==> src/rtl/sdp_y_core_pkg.sv <==
// Shared types and constants for the SDP Y core channel blocks.
package sdp_y_core_pkg;

  localparam int SDP_Y_CORE_CHN_W = 128;
  localparam int SDP_Y_CORE_PERF_W = 32;

  typedef enum logic [1:0] {
    EMPTY = 2'd0,
    ONE   = 2'd1,
    FULL  = 2'd2
  } chn_out_state_e;

endpackage

==> src/rtl/sdp_y_core_chn_out_rsco_skid.sv <==
// Two-entry skid buffer for the outbound z/vz/lz channel; all outputs come
// straight from flops so downstream ready never reaches the core enable.
module sdp_y_core_chn_out_rsco_skid
  import sdp_y_core_pkg::*;
#(
  parameter int WIDTH = SDP_Y_CORE_CHN_W
) (
  input  logic             clk,
  input  logic             rstn,
  input  logic             core_wr,
  input  logic [WIDTH-1:0] core_d,
  input  logic             out_vz,
  output logic             wen_comp,
  output logic             out_lz,
  output logic [WIDTH-1:0] out_z
);

  chn_out_state_e   state;
  logic [WIDTH-1:0] head;
  logic [WIDTH-1:0] skid;
  logic             lz_q;
  logic             wen_q;
  logic             push;
  logic             pop;

  assign push = core_wr & wen_q;
  assign pop  = lz_q & out_vz;

  // lz and wen_comp are registered alongside state so they track it exactly.
  always_ff @(posedge clk) begin
    if (!rstn) begin
      state <= EMPTY;
      head  <= '0;
      skid  <= '0;
      lz_q  <= 1'b0;
      wen_q <= 1'b1;
    end else begin
      case (state)
        EMPTY: begin
          if (push) begin
            head  <= core_d;
            state <= ONE;
            lz_q  <= 1'b1;
            wen_q <= 1'b1;
          end
        end
        ONE: begin
          if (push && !pop) begin
            skid  <= core_d;
            state <= FULL;
            wen_q <= 1'b0;
          end else if (pop && !push) begin
            state <= EMPTY;
            lz_q  <= 1'b0;
          end else if (push && pop) begin
            head <= core_d;
          end
        end
        FULL: begin
          if (pop) begin
            head  <= skid;
            state <= ONE;
            wen_q <= 1'b1;
          end
        end
        default: begin
          state <= EMPTY;
          lz_q  <= 1'b0;
          wen_q <= 1'b1;
        end
      endcase
    end
  end

  assign wen_comp = wen_q;
  assign out_lz   = lz_q;
  assign out_z    = head;

endmodule

==> src/rtl/sdp_y_core_chn_out_rsco.sv <==
// SDP Y core output-channel transmitter: skid buffer plus optional stall
// counter, enabled by defining SDP_Y_CORE_OUT_PERF_EN.
module sdp_y_core_chn_out_rsco
  import sdp_y_core_pkg::*;
#(
  parameter int WIDTH = SDP_Y_CORE_CHN_W
) (
  input  logic             nvdla_core_clk,
  input  logic             nvdla_core_rstn,
  input  logic             core_wr,
  input  logic [WIDTH-1:0] core_d,
  output logic             core_wen_comp,
  output logic [WIDTH-1:0] chn_out_rsc_z,
  output logic             chn_out_rsc_lz,
  input  logic             chn_out_rsc_vz,
  output logic [31:0]      perf_stall_cnt
);

  sdp_y_core_chn_out_rsco_skid #(
    .WIDTH (WIDTH)
  ) u_skid (
    .clk      (nvdla_core_clk),
    .rstn     (nvdla_core_rstn),
    .core_wr  (core_wr),
    .core_d   (core_d),
    .out_vz   (chn_out_rsc_vz),
    .wen_comp (core_wen_comp),
    .out_lz   (chn_out_rsc_lz),
    .out_z    (chn_out_rsc_z)
  );

`ifdef SDP_Y_CORE_OUT_PERF_EN
  logic [SDP_Y_CORE_PERF_W-1:0] stall_cnt;

  // Counts cycles where a word is offered but the consumer holds off; saturates.
  always_ff @(posedge nvdla_core_clk) begin
    if (!nvdla_core_rstn) begin
      stall_cnt <= '0;
    end else if (chn_out_rsc_lz && !chn_out_rsc_vz && (stall_cnt != '1)) begin
      stall_cnt <= stall_cnt + 1'b1;
    end
  end

  assign perf_stall_cnt = stall_cnt;
`else
  assign perf_stall_cnt = '0;
`endif

endmodule

==> config.mk <==
export PLATFORM = sky130hd
export DESIGN_NAME = sdp_y_core_chn_out_rsco
export DESIGN_NICKNAME = d
export VERILOG_FILES = /design/src/rtl/sdp_y_core_pkg.sv /design/src/rtl/sdp_y_core_chn_out_rsco_skid.sv /design/src/rtl/sdp_y_core_chn_out_rsco.sv
export SDC_FILE = /design/constraint.sdc
export NUM_CORES = 1
export LEC_CHECK = 0
export ABC_CLOCK_PERIOD_IN_PS = 4500
export CAP_MARGIN = 15
export CORE_ASPECT_RATIO = 0.6
export CORE_MARGIN = 5
export CORE_UTILIZATION = 53
export DETAILED_ROUTE_END_ITERATION = 8
export PLACE_DENSITY = 0.86
export SETUP_SLACK_MARGIN = 0.3
export SLEW_MARGIN = 40
export SYNTH_ARGS = -nofsm -noshare
export SYNTH_HDL_FRONTEND = slang
export SYNTH_HIERARCHICAL = 1
export SYNTH_SLANG_ARGS = --single-unit
==> constraint.sdc <==
create_clock -name nvdla_core_clk -period 4.5 [get_ports nvdla_core_clk]
set_clock_uncertainty 0.2 [all_clocks]
set_input_delay 1.35 -clock nvdla_core_clk [delete_from_list [all_inputs] [get_ports nvdla_core_clk]]
set_output_delay 1.35 -clock nvdla_core_clk [all_outputs]
set_load 0.02 [all_outputs]
==> metrics.txt <==
fin. max-slew vios=0; FF-to-FF setup slack=around 1900 ps; PortBufs=roughly 260; Seq pwr share=between 40% and 50%; clk_lat worst skew=~500 ps; CP Data Required Time=4680 ps; layout cells sized above 1=4.116%; site row count=41; Clock power frac=33.9%; DIE AREA=roughly 0.024 mm^2; Post-synth EDFFs=0; Post-Syn Area=~0.011 mm^2; clock buffer count from CTS=24; Gate Count Post-Synth=about 1.2k; endpoints failing hold=0; Leakage=7.275 nW; Post CTS Setup Buffer Count=0; RR Startpoint=u_skid/out_lz; drt initial violations=roughly 580; Placer Congestion=0.7808; crit-path max FO=57; first-pass GRT wire length=approximately 44 mm; Worst Tran Pin Value=just under 700 ps; CP startpoint kind=input pin; Yosys reg bits=260; RSZ-0062 raised after global routing=false; NetSw=approximately 1.6 mW; via/cell ratio=roughly 5.3; Die H=122.8 um; clock root buffer master=clkbuf_16; Hold Startpoint=u_skid/skid[19]; Tot GR Track Use=between 20% and 30%; Most Frequent Cell on Critical Path=nand2_1; Tcrit/Tclk final=between 70% and 80%; Fmax achieved=around 0.28 GHz; sw frac=between 20% and 30%; total core area=0.02093 mm^2; worst vdd ir=249.2 uV; Pwr Density=395.8 mW/mm^2; I/O pin cnt=approximately 300; combinational power share=between 20% and 30%; diodes inserted=0; DR WL/cell=~16 um; Initial Utilization=~54%; Register-to-Register Path Depth=7; syn avg cell area=roughly 9.4 um^2; TNS Setup=0 ps; Synth Flop Type=dfxtp_1; routed vias=roughly 8.9k; Non-Filler Instances=about 1.7k; final wirelength=~28 mm; CP max stage cell=a211o_4; post-CTS sizing=0; Worst path max stage delay=590 ps; Clock Tree Buf Depth=3; Syn. warnings=6; CTS Hold Bufs=0; setup violators final=0; placed cells=1647; Worst-path clk slew=approximately 60 ps; Worst Path Arrival=3710 ps; initial antenna violation count=2; WS Path Type=in2reg; CTS tree=yes; post-synth cell types=24; Synth async-reset ratio=0%; worst hold path type=reg2reg; Rel. slew slack=about 55%; multi-input logic area=between 0.005 and 0.006 mm^2; largest net degree at the start of global routing=about 100; Final min period=3521 ps; Pwr Total=5.721 mW; HPWL Detailed=18.11 mm; worst path cell trace=clkdlybuf4s50_1 -> nand2_1 -> ha_1 -> nor3b_1 -> a211o_4 -> buf_12 -> nand2_1 -> o211a_1; antenna-violating nets left=0; Area Overhead vs Synth=28.63%; Reg area=0.005205 mm^2; clock sink total=260; WHS Path Cells=2; register area share after synthesis=46.33%; r2r endpoint=u_skid/out_z[44]; Endpoint, Worst Hold=u_skid/skid[19]; vias in the first global route=slightly below 9k; # DRC=0; maxcap violations=0; cell internal pwr=roughly 4.2 mW; Setup crit end kind=flip-flop; Die X-Extent=198.0 um; final-layout fill cell count=roughly 1.6k; H-tree depth=1; first drt pass iteration count=4; grt ovf=0; outcome=complete, no violations; Final Net Count=approximately 1.5k
## power groups by stage
| stage | clock network [mW] | logic, mW | registers [mW] |
|---|---|---|---|
| 2_1_floorplan | 0 | 0.546 | 2.80 |
| 3_3_place_gp | 0 | 1.15 | 2.65 |
| 3_5_place_dp | 0 | 1.18 | 2.66 |
| 4_1_cts | 1.99 | 1.18 | 2.61 |
| 5_1_grt | 2.08 | 1.27 | 2.63 |
| 6_report | 1.94 | 1.18 | 2.61 |
## Yosys cell counts (3+ instances only)
master / count / share of area, %
buf_2: 35 / 1.6
clkbuf_1: 33 / 1.1
ha_1: 3 / 0.33
dfxtp_1: 260 / 46
nor2b_1: 6 / 0.33
nand2_1: 389 / 13
buf_6: 28 / 2.8
a21oi_1: 3 / 0.13
buf_4: 33 / 2.2
mux2i_1: 128 / 11
buf_1: 3 / 0.10
o211a_1: 128 / 11
a21boi_0: 128 / 8.6
## per-layer routing
layer / part of all wire [%] / GRT usage [%] / vias to the layer above
met5: 0.073 / 0 / -
met4: 1.8 / 4.471 / 4
met3: 6.8 / 4.911 / 41
met2: 45 / 34.52 / 248
met1: 46 / 30.27 / 4220
li1: - / - / 4388
## kinds of logic after synthesis
logic type | share of synthesized area (%)
multiplexers | 11.40
AO/OA/AOI/OAI | 20.33
AND/OR/NAND/NOR | 13.73
adder cells (fa/ha/maj) | 0.3341
other | 0.03338
flip-flops | 46.33
buffers and inverters | 7.840
## state kept, by name, indices dropped and copies added (netlist names)
signal and count:
u_skid/skid 128, u_skid/state 2, u_skid/wen_comp 1, u_skid/out_z 128, u_skid/out_lz 1
## layout make-up
| cell class | instances | area share (%) |
|---|---|---|
| Clock inverter | 5 | 0.1991 |
| Timing Repair Buffer | 279 | 19.71 |
| Clock buffer | 36 | 4.961 |
| Tap cell | 279 | 2.415 |
| Inverter | 2 | 0.05194 |
| Sequential cell | 260 | 36.01 |
| Multi-Input combinational cell | 827 | 36.65 |
## per-stage QoR
| step | hold slack (ps) | util (%) | setup slack (ps) | cell area [um^2] |
|---|---|---|---|---|
| 6_report | 260.5 | 69.05 | 978.9 | 14450 |
| 5_1_grt | 280.4 | 69.05 | 853.5 | 14450 |
| 4_1_cts | 264.2 | 69.05 | 989.7 | 14450 |
| 3_5_place_dp | 255.6 | 65.49 | 479.1 | 13710 |
| 3_3_place_gp | 248.7 | 65.49 | 600.0 | 13710 |
| 2_1_floorplan | 242.8 | - | 1571 | 11350 |
## placed cells by master (no fill, tap or decap), types with 3 or more instances in the layout
cell,count
buf_12,8
nor2b_1,6
conb_1,32
mux2i_1,128
dfxtp_1,260
a21oi_1,3
clkbuf_16,25
ha_1,3
a21boi_0,128
clkbuf_1,6
o211a_1,128
nand2_1,388
buf_4,10
clkinv_2,4
clkbuf_8,5
clkdlybuf4s50_1,260
## worst max path at each step
stage | startpoint | endpoint | slack [ps] | cells after the start
after floorplan | chn_out_rsc_vz | u_skid/out_z[0] | 1570 | 8
after global placement | chn_out_rsc_vz | u_skid/out_z[58] | 600 | 8
after detailed placement | chn_out_rsc_vz | u_skid/out_z[44] | 480 | 8
after CTS | chn_out_rsc_vz | u_skid/out_z[44] | 990 | 8
after global routing | chn_out_rsc_vz | u_skid/out_z[44] | 850 | 8
final | chn_out_rsc_vz | u_skid/out_z[44] | 980 | 8
## critical path: cells and delay by family
| family | cells | cell delay [ps] |
|---|---|---|
| AO/OA/AOI/OAI | 2 | 740 |
| adder cells (fa/ha/maj) | 1 | 280 |
| buffers and inverters | 2 | 820 |
| AND/OR/NAND/NOR | 3 | 460 |
(Power assumes the default switching activity.)
